### config.mk
export PLATFORM = sky130hd
export DESIGN_NAME = bram_port_arbiter
export DESIGN_NICKNAME = d
export VERILOG_FILES = /design/src/rtl/bram_port_arbiter.sv
export SDC_FILE = /design/constraint.sdc
export NUM_CORES = 1
export LEC_CHECK = 0
export ABC_CLOCK_PERIOD_IN_PS = 5300
export CORE_AREA = 2 2 131 133
export DETAILED_ROUTE_END_ITERATION = 6
export DIE_AREA = 0 0 133 135
export GPL_ROUTABILITY_DRIVEN = 0
export PLACE_DENSITY_LB_ADDON = 0.25
export SLEW_MARGIN = 10
export SYNTH_ARGS = -nofsm -noshare
export SYNTH_HDL_FRONTEND = slang
export SYNTH_SLANG_ARGS = --single-unit
export TNS_END_PERCENT = 50
### constraint.sdc
create_clock -name clk -period 5.3 [get_ports clk]
set_input_delay 1.325 -clock clk [delete_from_list [all_inputs] [get_ports clk]]
set_output_delay 1.325 -clock clk [all_outputs]
set_load 0.05 [all_outputs]
### src/rtl/bram_port_arbiter.sv
// Round-robin arbiter sharing one BRAM port among NUM_REQ requesters.
// Define BRAM_ARB_FIXED_PRIO_EN for fixed priority (lowest index wins).
module bram_port_arbiter #(
  parameter int NUM_REQ    = 3,
  parameter int ADDR_WIDTH = 32,
  parameter int DATA_WIDTH = 32,
  parameter int NUM_BYTE   = 4,
  parameter int RD_LATENCY = 2
) (
  input  logic                          clk,
  input  logic                          rst,
  input  logic [NUM_REQ*ADDR_WIDTH-1:0] req_addr,
  input  logic [NUM_REQ*DATA_WIDTH-1:0] req_idat,
  input  logic [NUM_REQ-1:0]            req_rden,
  input  logic [NUM_REQ-1:0]            req_wren,
  output logic [NUM_REQ-1:0]            req_gnt,
  output logic [DATA_WIDTH-1:0]         req_odat,
  output logic [NUM_REQ-1:0]            req_oval,
  output logic [ADDR_WIDTH-1:0]         mem_addr,
  output logic [DATA_WIDTH-1:0]         mem_idat,
  input  logic [DATA_WIDTH-1:0]         mem_odat,
  output logic [NUM_BYTE-1:0]           mem_wren,
  output logic                          mem_enb,
  output logic                          mem_rst
);

  localparam int IW = $clog2(NUM_REQ);

  logic [NUM_REQ-1:0]    act;
  logic [IW-1:0]         win_d;
  logic                  hit_d;
  logic                  wr_d;
  logic [ADDR_WIDTH-1:0] addr_d;
  logic [DATA_WIDTH-1:0] idat_d;

  logic                  enb_q;
  logic [NUM_BYTE-1:0]   wren_q;
  logic [ADDR_WIDTH-1:0] addr_q;
  logic [DATA_WIDTH-1:0] idat_q;
  logic [NUM_REQ-1:0]    gnt_q;
  logic [NUM_REQ-1:0]    tag_q [RD_LATENCY];

  assign act = req_rden | req_wren;

`ifdef BRAM_ARB_FIXED_PRIO_EN
  always_comb begin
    win_d = '0;
    hit_d = 1'b0;
    for (int k = NUM_REQ - 1; k >= 0; k--) begin
      if (act[k]) begin
        hit_d = 1'b1;
        win_d = IW'(k);
      end
    end
    if (rst) hit_d = 1'b0;
  end
`else
  logic [IW-1:0] last_q;
  logic [IW-1:0] rr_idx;

  // Search starts just past the last winner and wraps.
  always_comb begin
    win_d  = '0;
    hit_d  = 1'b0;
    rr_idx = '0;
    for (int k = 1; k <= NUM_REQ; k++) begin
      rr_idx = IW'((int'(last_q) + k) % NUM_REQ);
      if (!hit_d && act[rr_idx]) begin
        hit_d = 1'b1;
        win_d = rr_idx;
      end
    end
    if (rst) hit_d = 1'b0;
  end

  always_ff @(posedge clk) begin
    if (rst) last_q <= IW'(NUM_REQ - 1);
    else if (hit_d) last_q <= win_d;
  end
`endif

  // A write takes precedence; a held rden waits for a later grant.
  always_comb begin
    req_gnt = '0;
    if (hit_d) req_gnt[win_d] = 1'b1;
    wr_d   = req_wren[win_d];
    addr_d = req_addr[int'(win_d)*ADDR_WIDTH +: ADDR_WIDTH];
    idat_d = req_idat[int'(win_d)*DATA_WIDTH +: DATA_WIDTH];
  end

  always_ff @(posedge clk) begin
    if (rst) begin
      enb_q  <= 1'b0;
      wren_q <= '0;
      addr_q <= '0;
      idat_q <= '0;
      gnt_q  <= '0;
      for (int k = 0; k < RD_LATENCY; k++) tag_q[k] <= '0;
    end else begin
      enb_q  <= hit_d;
      wren_q <= {NUM_BYTE{hit_d & wr_d}};
      gnt_q  <= req_gnt;
      if (hit_d) begin
        addr_q <= addr_d;
        idat_q <= idat_d;
      end
      tag_q[0] <= (enb_q && wren_q == '0) ? gnt_q : '0;
      for (int k = 1; k < RD_LATENCY; k++) tag_q[k] <= tag_q[k-1];
    end
  end

  assign req_oval = tag_q[RD_LATENCY-1];
  assign req_odat = mem_odat;
  assign mem_addr = addr_q;
  assign mem_idat = idat_q;
  assign mem_wren = wren_q;
  assign mem_enb  = enb_q;
  assign mem_rst  = rst;

endmodule

==> summary.md, run 1 <==
Counting the fill cells in the layout gives 1544. The final-report max-slew violation count came out at 0. Setup repair after global routing left no endpoint under its margin. The initial antenna violation count came out at 1.

The flow ran to the end, and the final reports show no timing, DRC or antenna violations. For this design the total switching power over the nets is 2499 uW. Multi-input logic area: 2004 um2.

Once the clock tree was built, the setup fixing pass inserted 0 buffers. The total area inside the core boundary comes to 16410 um2. The clock latency at the later pin of the worst-skew pair was 0.34 ns; the maximum buffer depth of the clock tree was 2. Maximum single-stage delay on the critical path: 0.54 ns. The final critical path takes up 91.83% of the cycle. The clock tree root buffer cell is sky130_fd_sc_hd__clkbuf_16. The logs give 213 for the number of DRC violations after detailed-routing iteration 0 and 4564 for the total number of vias. Ranked by total cell area, the synthesized netlist is headed by sky130_fd_sc_hd__dfxtp_1 38%, sky130_fd_sc_hd__a32oi_1 14%, sky130_fd_sc_hd__a221o_1 12%. Number of hold buffers added after CTS: 0.

For the final setup skew, the log shows 0.009147 ns. For this design the static power due to leakage is 0.002498 uW. The slowest stage of the critical path belongs to the cell sky130_fd_sc_hd__nor3b_1. After detailed routing, the average wire length per cell comes to 19.39 um. The critical path goes through clkdlybuf4s50_1, nor2_1, nor3b_1, o32ai_4, a211o_1, nor2b_1, buf_4.

Clock tree synthesis inserted a total of 9 buffers. The sequential cells in the finished layout cover a total of 1541 um2. Of all nets on the critical path, the largest fanout is 8. In this run the core area contains 47 standard-cell rows. In this run, flip-flops and latches consume 19.4% of the power. The number of nets in the synthesized netlist is 668. The vertical die dimension was 135 um; the half-perimeter wire length of the detailed placement result was 11.58 mm. Final period demand of the worst path: 4.867 ns. Measured against its own limit, the worst slew margin works out to 43.37%. After detailed routing, the total wire length is 16.85 mm. In this run the most critical hold path is launched from gnt_q[2].

The post-synthesis cell count was 432; the data arrival time of the critical path was 3.54 ns. Counting both buffers and inverters, the worst setup path holds a total of 2. Once placement completed, the tool counted placed cells totaling 853. Final setup violation count: 0. Ranked by instance count, the synthesized netlist is headed by 77 x sky130_fd_sc_hd__dfxtp_1, 64 x sky130_fd_sc_hd__a32oi_1, 55 x sky130_fd_sc_hd__nor2_1. The first global-routing pass estimated 25.59 mm of wire.

Of the total power, the share spent switching nets is 51.57%. The combined area of all synthesized cells came out at 4014 um2. For the total congestion overflow, the log shows 0. The worst setup path is of the in -> out kind. On the critical path the largest part of the delay comes from simple AND/OR/NAND/NOR gates.

The relative contribution of the clock network to total power was 13.5%; the share of layout cells above drive strength 1 was 6.009%. The tools report the type of origin of the critical path as an input port. For the die footprint, the log shows 17960 um2. The tools report the worst reg2reg path startpoint as last_q[0]. In this run, distinct cell masters in the synthesized netlist total 38. Global routing consumed, over all layers together, 18.17% of the routing resources. Summed over all instances, the cell type with the most area after synthesis is sky130_fd_sc_hd__dfxtp_1. Hold is met by 0.4262 ns. The proportion of netlist area held by the largest area contributor works out to 38.40%. The number of nets with antenna violations after routing was 0; the number of stages on the worst hold path was 1.

The area added between synthesis and finish was 73.94%. The power density over the cells is 694.0 nW/um2, and the fraction of the yosys area taken by sequential cells is 38.40%. The final layout contains 880 nets.

The number of cells on the worst reg-to-reg path is 10. Max-cap violations in this run came to 0. The data required time at the worst endpoint came out at 3.97 ns.

For the pin with the worst max-slew slack, the measured transition is 0.8494 ns. The path class of the tightest hold or removal check is reg -> reg. The run gives 4833 as the number of global-route vias before repair. Cell internal power was estimated by the tool at 2347 uW. The largest net degree at the start of global routing is 68, and the warning count from the yosys run is 0.

Across the VDD grid, the largest voltage drop is 341.3 uV. Using the TritonRoute via totals, the vias-per-cell ratio works out to 5.252. The most used flip-flop cell after synthesis was sky130_fd_sc_hd__dfxtp_1. The worst hold path terminates at tag_q[0][2]. The most used standard cell by instance count after synthesis was sky130_fd_sc_hd__dfxtp_1. In this run, synthesis produced a sequential element count of 77. Derived from the worst setup path, the maximum achievable clock frequency is 0.2055 GHz. The utilization after layout was 42.55%. The tools report the type of element capturing the critical path as an output pin. The count of buffers from port buffering was 275. The number of sinks handled by clock tree synthesis was 77; the accumulated negative setup slack was 0 ns. CTS clock-pin slew for the worst setup and hold paths: 0.07 ns.

Counting flops with a built-in enable in the synthesized netlist gives 0. The repair_antennas step left the layout with diodes totalling 0. The depth of the CTS H-tree was 3.

The register-to-register path setup slack is 1.88 ns. The first detailed-routing pass took 4 iterations. After synthesis, the mean cell area works out to 9.291 um2.

The initial core utilization was 24.46%. TritonCTS built the clock tree. The detailed-route DRC error count is 0, and the combinational share of power is 67.2%. The end of the worst register-to-register path is mem_addr[15]. The quantity of gates resized following cts was 0. The count of boundary I/O pins is 340, and the horizontal die dimension is 133 um. The async set or reset register ratio after synthesis is 0%.

The tools report the final count of hold timing violations as 0. For this run, the number of standard cells in the final layout without fillers is 869.
-- routing by layer --
| metal | up-vias | routed length, um | track usage, % |
|---|---|---|---|
| li1 | 2100 | - | - |
| met1 | 2167 | 6426 | 19.62 |
| met2 | 245 | 8535 | 32.53 |
| met3 | 50 | 1312 | 5.218 |
| met4 | 2 | 558 | 9.140 |
| met5 | - | 13 | 0 |
-- area by class of cell --
type / count / share of cell area, %
Timing Repair Buffer: 285 / 40.68
Clock inverter: 7 / 1.147
Clock buffer: 9 / 3.226
Multi-Input combinational cell: 267 / 28.71
Tap cell: 220 / 3.943
Inverter: 4 / 0.2151
Sequential cell: 77 / 22.08
-- worst register-to-register path, stage by stage, from the launching register on --
cell and delay (ns):
sky130_fd_sc_hd__dfxtp_1 0.33, sky130_fd_sc_hd__inv_1 0.09, sky130_fd_sc_hd__ha_1 0.28, sky130_fd_sc_hd__nor3b_1 0.36, sky130_fd_sc_hd__o32ai_2 0.19, sky130_fd_sc_hd__nor2_4 0.15, sky130_fd_sc_hd__buf_4 0.68, sky130_fd_sc_hd__a22oi_2 0.24
sky130_fd_sc_hd__nor2_4 0.30, sky130_fd_sc_hd__buf_4 0.47, sky130_fd_sc_hd__a221o_1 0.26
-- cell families after synthesis --
kind of cell	share of synthesized area (%)
AOI/OAI and AO/OA	37.13
and+or+nand+nor	10.60
buffers and inverters	12.34
DFF	38.40
adders and majority gates	1.247
muxes	0.2805
-- worst max path at each step --
stage,start,end,slack (ns),depth (start not counted)
after CTS,req_wren[1],req_gnt[0],0.44,7
final,req_wren[1],req_gnt[0],0.43,7
after global placement,req_wren[1],req_gnt[0],0.43,7
after global routing,req_wren[1],req_gnt[0],0.32,7
after detailed placement,req_wren[1],req_gnt[0],0.44,7
after floorplan,req_rden[0],req_gnt[2],0.49,6
-- through the flow --
stage          instance area [um2]  worst slack (ns)  total power [uW]
2_1_floorplan                 4014            0.4862              3176
3_3_place_gp                  6676            0.4346              4169
3_5_place_dp                  6676            0.4434              4206
4_1_cts                       6982            0.4380              4881
5_1_grt                       6982            0.3227              5116
6_report                      6982            0.4329              4846
-- power by group through the flow --
stage          logic, uW  clock network [uW]  registers [uW]
3_3_place_gp        3230                   0             939
6_report            3250                 653             939
2_1_floorplan       1550                   0            1620
5_1_grt             3460                 699             961
4_1_cts             3270                 676             939
3_5_place_dp        3260                   0             946
-- flip-flops by register name, summed over array words and instances (netlist names) --
signal	count
mem_enb	1
tag_q	6
mem_wren	1
last_q	2
mem_addr	32
mem_idat	32
gnt_q	3
-- layout by cell type, fill, tap and decap left out, types with 2 or more instances in the layout --
cell type,Yosys,final
sky130_fd_sc_hd__nor2_1,55,52
sky130_fd_sc_hd__inv_1,4,4
sky130_fd_sc_hd__a221oi_1,16,16
sky130_fd_sc_hd__and2_1,4,4
sky130_fd_sc_hd__a21boi_0,16,16
sky130_fd_sc_hd__nand2b_1,3,3
sky130_fd_sc_hd__dfxtp_1,77,77
sky130_fd_sc_hd__buf_12,0,2
sky130_fd_sc_hd__clkdlybuf4s50_1,0,271
sky130_fd_sc_hd__a211oi_1,2,2
sky130_fd_sc_hd__a21oi_1,4,4
sky130_fd_sc_hd__nor3_1,5,4
sky130_fd_sc_hd__a221o_1,48,48
sky130_fd_sc_hd__ha_1,4,4
sky130_fd_sc_hd__nor2b_1,7,7
sky130_fd_sc_hd__buf_4,40,11
sky130_fd_sc_hd__o21ai_0,2,2
sky130_fd_sc_hd__nor2_4,0,3
sky130_fd_sc_hd__a32oi_1,64,64
sky130_fd_sc_hd__inv_6,0,3
sky130_fd_sc_hd__nor3b_1,4,4
sky130_fd_sc_hd__clkbuf_16,0,9
sky130_fd_sc_hd__nand2_1,17,17
(Power assumes the default switching activity.)
==> inputs of run 2 (changes only) <==
Settings changed: CORE_AREA 2 2 131 133 to 2 2 133 135, CTS_BUF_LIST set to sky130_fd_sc_hd__clkbuf_8, DIE_AREA 0 0 133 135 to 0 0 135 137.
==> run 2 against run 1 <==
  * Sequential cell count stayed put
  * Global-route usage is 0.74 points lower
  * Core utilization is 2.1 points lower
  * Total power is 3.5% lower
  * Hold slack worse by 0.00071 ns
  * Largest power group unchanged
==> summary.md, run 2 (same netlist as run 1, synthesis figures left out) <==
Timing analysis after detailed placement gives a worst setup slack of 0.3881 ns. For the final count of hold timing violations, the log shows 0. The final period demand of the worst path came out at 4.951 ns. Average routed wire per standard cell: 19.06 um. The CTS clock-pin slew for the worst setup and hold paths works out to 0.09 ns. The quantity of gates resized following cts came out at 0. The power density over the cells works out to 678.6 nW/um2.

Setup violations remaining at the end of the flow were counted as 0. The number of cells on the worst reg-to-reg path was 9; the total number of vias was 4558. For the final routed database, the setup TNS stands at 0 ns. Data on the critical path arrives at its endpoint at 3.63 ns. Fill cells in the final layout number 1670. In this run the worst hold path is classified as reg -> reg. The die is 137 um tall.

The type of origin of the critical path was an input port. The share of layout cells above drive strength 1 is 5.855%, and the multi-input logic area is 2004 um2. TritonCTS built the clock tree. The initial antenna violation count came out at 3. Once placement finished, the instance area stood at 6695 um2. The clock drives 77 sinks. The number of global-route vias before repair is 4812, and the number of setup buffers added after CTS is 0. The first global-routing pass estimated 25.18 mm of wire. Data on the critical path is required at its endpoint by 3.97 ns. Summed over all layers, the routed wires come to 16.72 mm. Die footprint: 18500 um2. Summed over all cells, the static leakage comes to 0.002448 uW. The maximum fanout encountered on the critical timing path was 8; the final period utilization was 93.41%. The run gives 858 as the placed instance count. The area added between synthesis and finish was 71.76%. The tools report the number of nets with antenna violations after routing as 0. In this run the register-to-register setup slack is 1.92 ns. The half-perimeter wire length of the detailed placement result came out at 11.32 mm. The worst register-to-register path ends at mem_wren[0]. The tools report the largest net degree at the start of global routing as 69. The final setup skew is 0.01373 ns, and the count of boundary I/O pins is 340. For the pin with the worst max-slew slack, the measured transition is 0.8676 ns. The maximum frequency from static timing analysis was 0.2020 GHz. The pre-antenna-repair detailed-routing pass consisted of 5 iterations. The flow ran to the end, and the final reports show no timing, DRC or antenna violations. Leaving out fill and tap cells, the most frequent cells in the layout are 271 x sky130_fd_sc_hd__clkdlybuf4s50_1, 77 x sky130_fd_sc_hd__dfxtp_1, 64 x sky130_fd_sc_hd__a32oi_1, 52 x sky130_fd_sc_hd__nor2_1, 48 x sky130_fd_sc_hd__a221o_1. Global routing used 17.43% of the available tracks. The final layout net count is 880, and the depth of the CTS H-tree is 3.

No sink is reached through more buffers than the 2 on the longest clock path. In this run the tightest slew margin relative to its limit is 42.16%. The worst reg2reg path startpoint was last_q[0]. The most common cell after layout, fill and taps aside was sky130_fd_sc_hd__clkdlybuf4s50_1. Hold repair after CTS inserted 0 buffers. The count of buffers from port buffering works out to 275. After floorplanning, the core was sized to cover 17060 um2.

The critical path class was in -> out. Critical hold path startpoint: gnt_q[0]. Dividing the detail-routed via count by the number of cells gives 5.197.

Across the run, the number of max-cap violations was 0. The detailed-route DRC error count is 0. In this run, CTS created clock tree buffers numbering 9. The run gives 207 as the number of DRC violations after detailed-routing iteration 0. The last element of the critical path was req_gnt[0]. After the flow finishes, the layout carries non-filler instances totaling 877. After global routing the overflow that remains totals 0.

STA classifies the critical path endpoint as an output pin. The final-report max-slew violation count is 0, and the least setup slack across all paths after layout is 0.3494 ns. The initialized floorplan defines 48 standard-cell rows. Setup repair after global routing left no endpoint under its margin. The later pin in the worst-skew pair is clocked with a latency of 0.36 ns. The post-layout total power is 4678 uW, and the area of all placed cells without fillers is 6894 um2. The tools report the clock tree root buffer cell as sky130_fd_sc_hd__clkbuf_8. Across the VDD grid, the largest voltage drop is 653.9 uV.

The initial utilization of the core area, before any placement, comes to 23.53%. The horizontal die dimension is 135 um. Across the whole layout, storage elements account for 1541 um2. The critical path starts at req_wren[1].
[run 2: cell types whose count changed in the layout (fill, tap and decap cells not counted), sizes merged]
| cell | before | now |
|---|---|---|
| inv | 8 | 5 |
| clkinv | 1 | 3 |
| diode | 0 | 3 |
| clkinvlp | 1 | 2 |
[run 2: area by class of cell]
class	instances	area share, %
diodes	3	0.1089
clock buffers	9	1.797
clock inverters	7	0.9800
inverters	4	0.2178
multi-input cells	267	29.07
flip-flops and latches	77	22.36
well taps	225	4.083
repair buffers	285	41.38
[run 2: worst min path at each step]
stage / end / slack (ns) / depth (start not counted)
CTS: tag_q[0][0] / 0.43 / 1
detailed placement: tag_q[0][2] / 0.41 / 1
finish: tag_q[0][0] / 0.43 / 1
global route: tag_q[0][1] / 0.45 / 1
global placement: tag_q[0][2] / 0.42 / 1
floorplan: tag_q[0][0] / 0.41 / 1
[run 2: critical path, cell delays in order]
cell	delay (ns)
sky130_fd_sc_hd__clkdlybuf4s50_1	0.50
sky130_fd_sc_hd__nor2_1	0.11
sky130_fd_sc_hd__nor3b_1	0.57
sky130_fd_sc_hd__o32ai_4	0.20
sky130_fd_sc_hd__a211o_1	0.46
sky130_fd_sc_hd__nor2b_1	0.23
sky130_fd_sc_hd__buf_4	0.23
[run 2: where the power goes]
part           internal, uW  leakage (uW)  total (uW)  switching [uW]
Clock                   215     0.0000964         451             236
Sequential              820      0.000637         936             116
Combinational          1160       0.00171        3290            2130
Total                  2200       0.00245        4680            2480
[run 2: stage by stage]
stage / hold slack [ns] / utilization, %
floorplan: 0.4057 / -
global placement: 0.4170 / 39.25
detailed placement: 0.4137 / 39.25
CTS: 0.4305 / 40.38
global route: 0.4473 / 40.39
finish: 0.4255 / 40.42
[run 2: metal layers]
metal	global-route usage [%]	routed length, um	up-vias
li1	-	-	2100
met1	20.25	6775	2168
met2	29.67	8054	247
met3	5.074	1437	43
met4	8.044	452	0
met5	0	0	-
==> inputs of run 3 (changes only) <==
Settings changed: MAX_ROUTING_LAYER set to met4.
==> run 3 against run 2 <==
  * Sequential share of layout area unchanged
  * Critical path type unchanged
  * Sequential power is essentially flat
  * Register-to-register slack better by 0.03 ns
==> summary.md, run 3 (same netlist as run 1, synthesis figures left out) <==
The run finished with clean final reports. For this design the ratio of total power to cell area is 676.7 nW/um2. The run gives 3 as the initial antenna violation count. Area added between synthesis and finish: 71.76%. Dividing the detail-routed via count by the number of cells gives 5.184.

The CTS clock-pin slew for the worst setup and hold paths works out to 0.09 ns. The logs give 0 for the detailed-route DRC error count and 9 for the number of buffers added by the clock tree synthesis step. The type of origin of the critical path was an input port. Accumulated negative setup slack: 0 ns. The number of gates resized after CTS was 0. The number of hold buffers added after CTS was 0. Setup violations remaining at the end of the flow were counted as 0.

Counting I/O delays and the setup requirement, the final critical path takes 4.947 ns. The final critical path takes up 93.35% of the cycle. For the pin with the worst max-slew slack, the measured transition is 0.8466 ns. The highest-delay cell along the critical path was sky130_fd_sc_hd__nor3b_1.

The critical path contains buffers and inverters numbering 2 combined. In this run the deepest clock path goes through 2 buffers. The worst setup slack before clock tree synthesis was 0.3881 ns; the maximum single-stage delay on the critical path was 0.57 ns. The utilization after layout is 40.42%. The final route contains 4546 vias. After layout, the worst setup slack is 0.3527 ns. The logs give 0.37 ns for the clock latency at the later pin of the worst-skew pair and 643.0 uV for the worst supply voltage drop on vdd. TritonCTS built the clock tree. After the first detailed-routing iteration, the DRC count stood at 208.

In this run the cell area measured after placement is 6695 um2. The maximum frequency from static timing analysis is 0.2021 GHz, and the global routing usage on met3 is 4.630%. Data arrives at the worst endpoint at 3.62 ns. In the final layout, the share of cells above drive strength 1 is 5.855%. Setup repair after global routing left no endpoint under its margin. The floorplan step defined a die boundary enclosing 18500 um2. Data on the critical path is required at its endpoint by 3.97 ns. The floorplan has 48 rows.

Most common cell after layout, fill and taps aside: sky130_fd_sc_hd__clkdlybuf4s50_1. The first global-routing pass estimated 25.16 mm of wire. Most heavily used metal layer in global routing: met2.

The total congestion overflow came out at 0. Entering global routing, the biggest net connects 69 pins. The clock tree root buffer cell was sky130_fd_sc_hd__clkbuf_8. Half-perimeter wire length of the detailed placement result: 11.32 mm.

The tools report the final-report max-slew violation count as 0. The clock net in this run drives a total of 77 sinks. The number of nets with antenna violations after routing was 0.

The signal on the critical path passes through clkdlybuf4s50_1, nor2_1, nor3b_1, o32ai_4, a211o_1, nor2b_1, buf_4. The worst max-slew margin expressed relative to the limit was 43.56%; the global routing met1 resource utilization was 20.52%. After routing the design area is 6894 um2.

For the final layout net count, the log shows 880. For the met2 demand-to-capacity share in global routing, the log shows 29.67%. The run gives 0.01503 ns as the final setup skew.

The worst setup path is captured at an output pin. The number of setup buffers added after CTS is 0, and the count of buffers from port buffering is 275. The number of maximum-capacitance violations was 0; the average routed wire per standard cell was 18.96 um. The static leakage power was 0.002448 uW. The detailed-routing iteration count for the pre-antenna-repair pass was 5. In this run the horizontal extent of the chip is 135 um. The initial utilization of the core area, before any placement, comes to 23.53%. The tools report the number of global-route vias before repair as 4816.

The all-layer global routing usage is 17.94%, and the placeable core region is 17060 um2. The die is 137 um tall. Pin placement for this block handled 340 I/O pins. The kind of cell adding the most delay to the critical path was simple AND/OR/NAND/NOR gates. The total detailed-routing wirelength is 16.63 mm, and the total of fill cells in the finished design is 1671.

The worst hold path belongs to the class reg -> reg. In this run the worst path has a maximum fanout of 8. By startpoint and endpoint, the worst setup path is classified as in -> out. In the layout the commonest cells are 271 x sky130_fd_sc_hd__clkdlybuf4s50_1, 77 x sky130_fd_sc_hd__dfxtp_1, 64 x sky130_fd_sc_hd__a32oi_1, 52 x sky130_fd_sc_hd__nor2_1, 48 x sky130_fd_sc_hd__a221o_1. The depth of the CTS H-tree is 3.

The tools report the final count of hold timing violations as 0.
## run 3: cell counts in the layout (fill, tap and decap cells not counted)
No cell type changed its count.
## run 3: metrics by stage
stage          power [uW]  std cells  hold slack [ns]
6_report             4665        877           0.4256
5_1_grt              4958        877           0.4473
4_1_cts              4714        874           0.4305
3_5_place_dp         4234        858           0.4137
3_3_place_gp         4177        858           0.4170
2_1_floorplan        3176        432           0.4057
## run 3: layout make-up
class / instances / area (um2) / area share, %
Antenna cell: 3 / 7.507 / 0.1089
Clock buffer: 9 / 123.9 / 1.797
Clock inverter: 7 / 67.56 / 0.9800
Inverter: 4 / 15.01 / 0.2178
Multi-Input combinational cell: 267 / 2004 / 29.07
Sequential cell: 77 / 1541 / 22.36
Tap cell: 225 / 281.5 / 4.083
Timing Repair Buffer: 285 / 2853 / 41.38
## run 3: where the power goes
group	leakage (uW)	total (uW)	internal [uW]	switching, uW
logic	0.00171	3280	1160	2110
clock network	0.0000964	451	215	236
registers	0.000637	935	820	115
## run 3: path summary, 6_finish.rpt
check / start / to / slack, ns / depth (start not counted)
setup / recovery: req_wren[1] / req_gnt[0] / 0.35 / 7
setup reg to reg: last_q[0] / mem_wren[0] / 1.95 / 9
hold / removal: gnt_q[0] / tag_q[0][0] / 0.43 / 1
hold reg to reg: gnt_q[0] / tag_q[0][0] / 0.43 / 1
## run 3: routing by layer
metal,vias up,part of all wire [%]
met4,0,2.9
li1,2099,-
met5,-,0
met1,2154,41
met2,248,48
met3,45,8.1
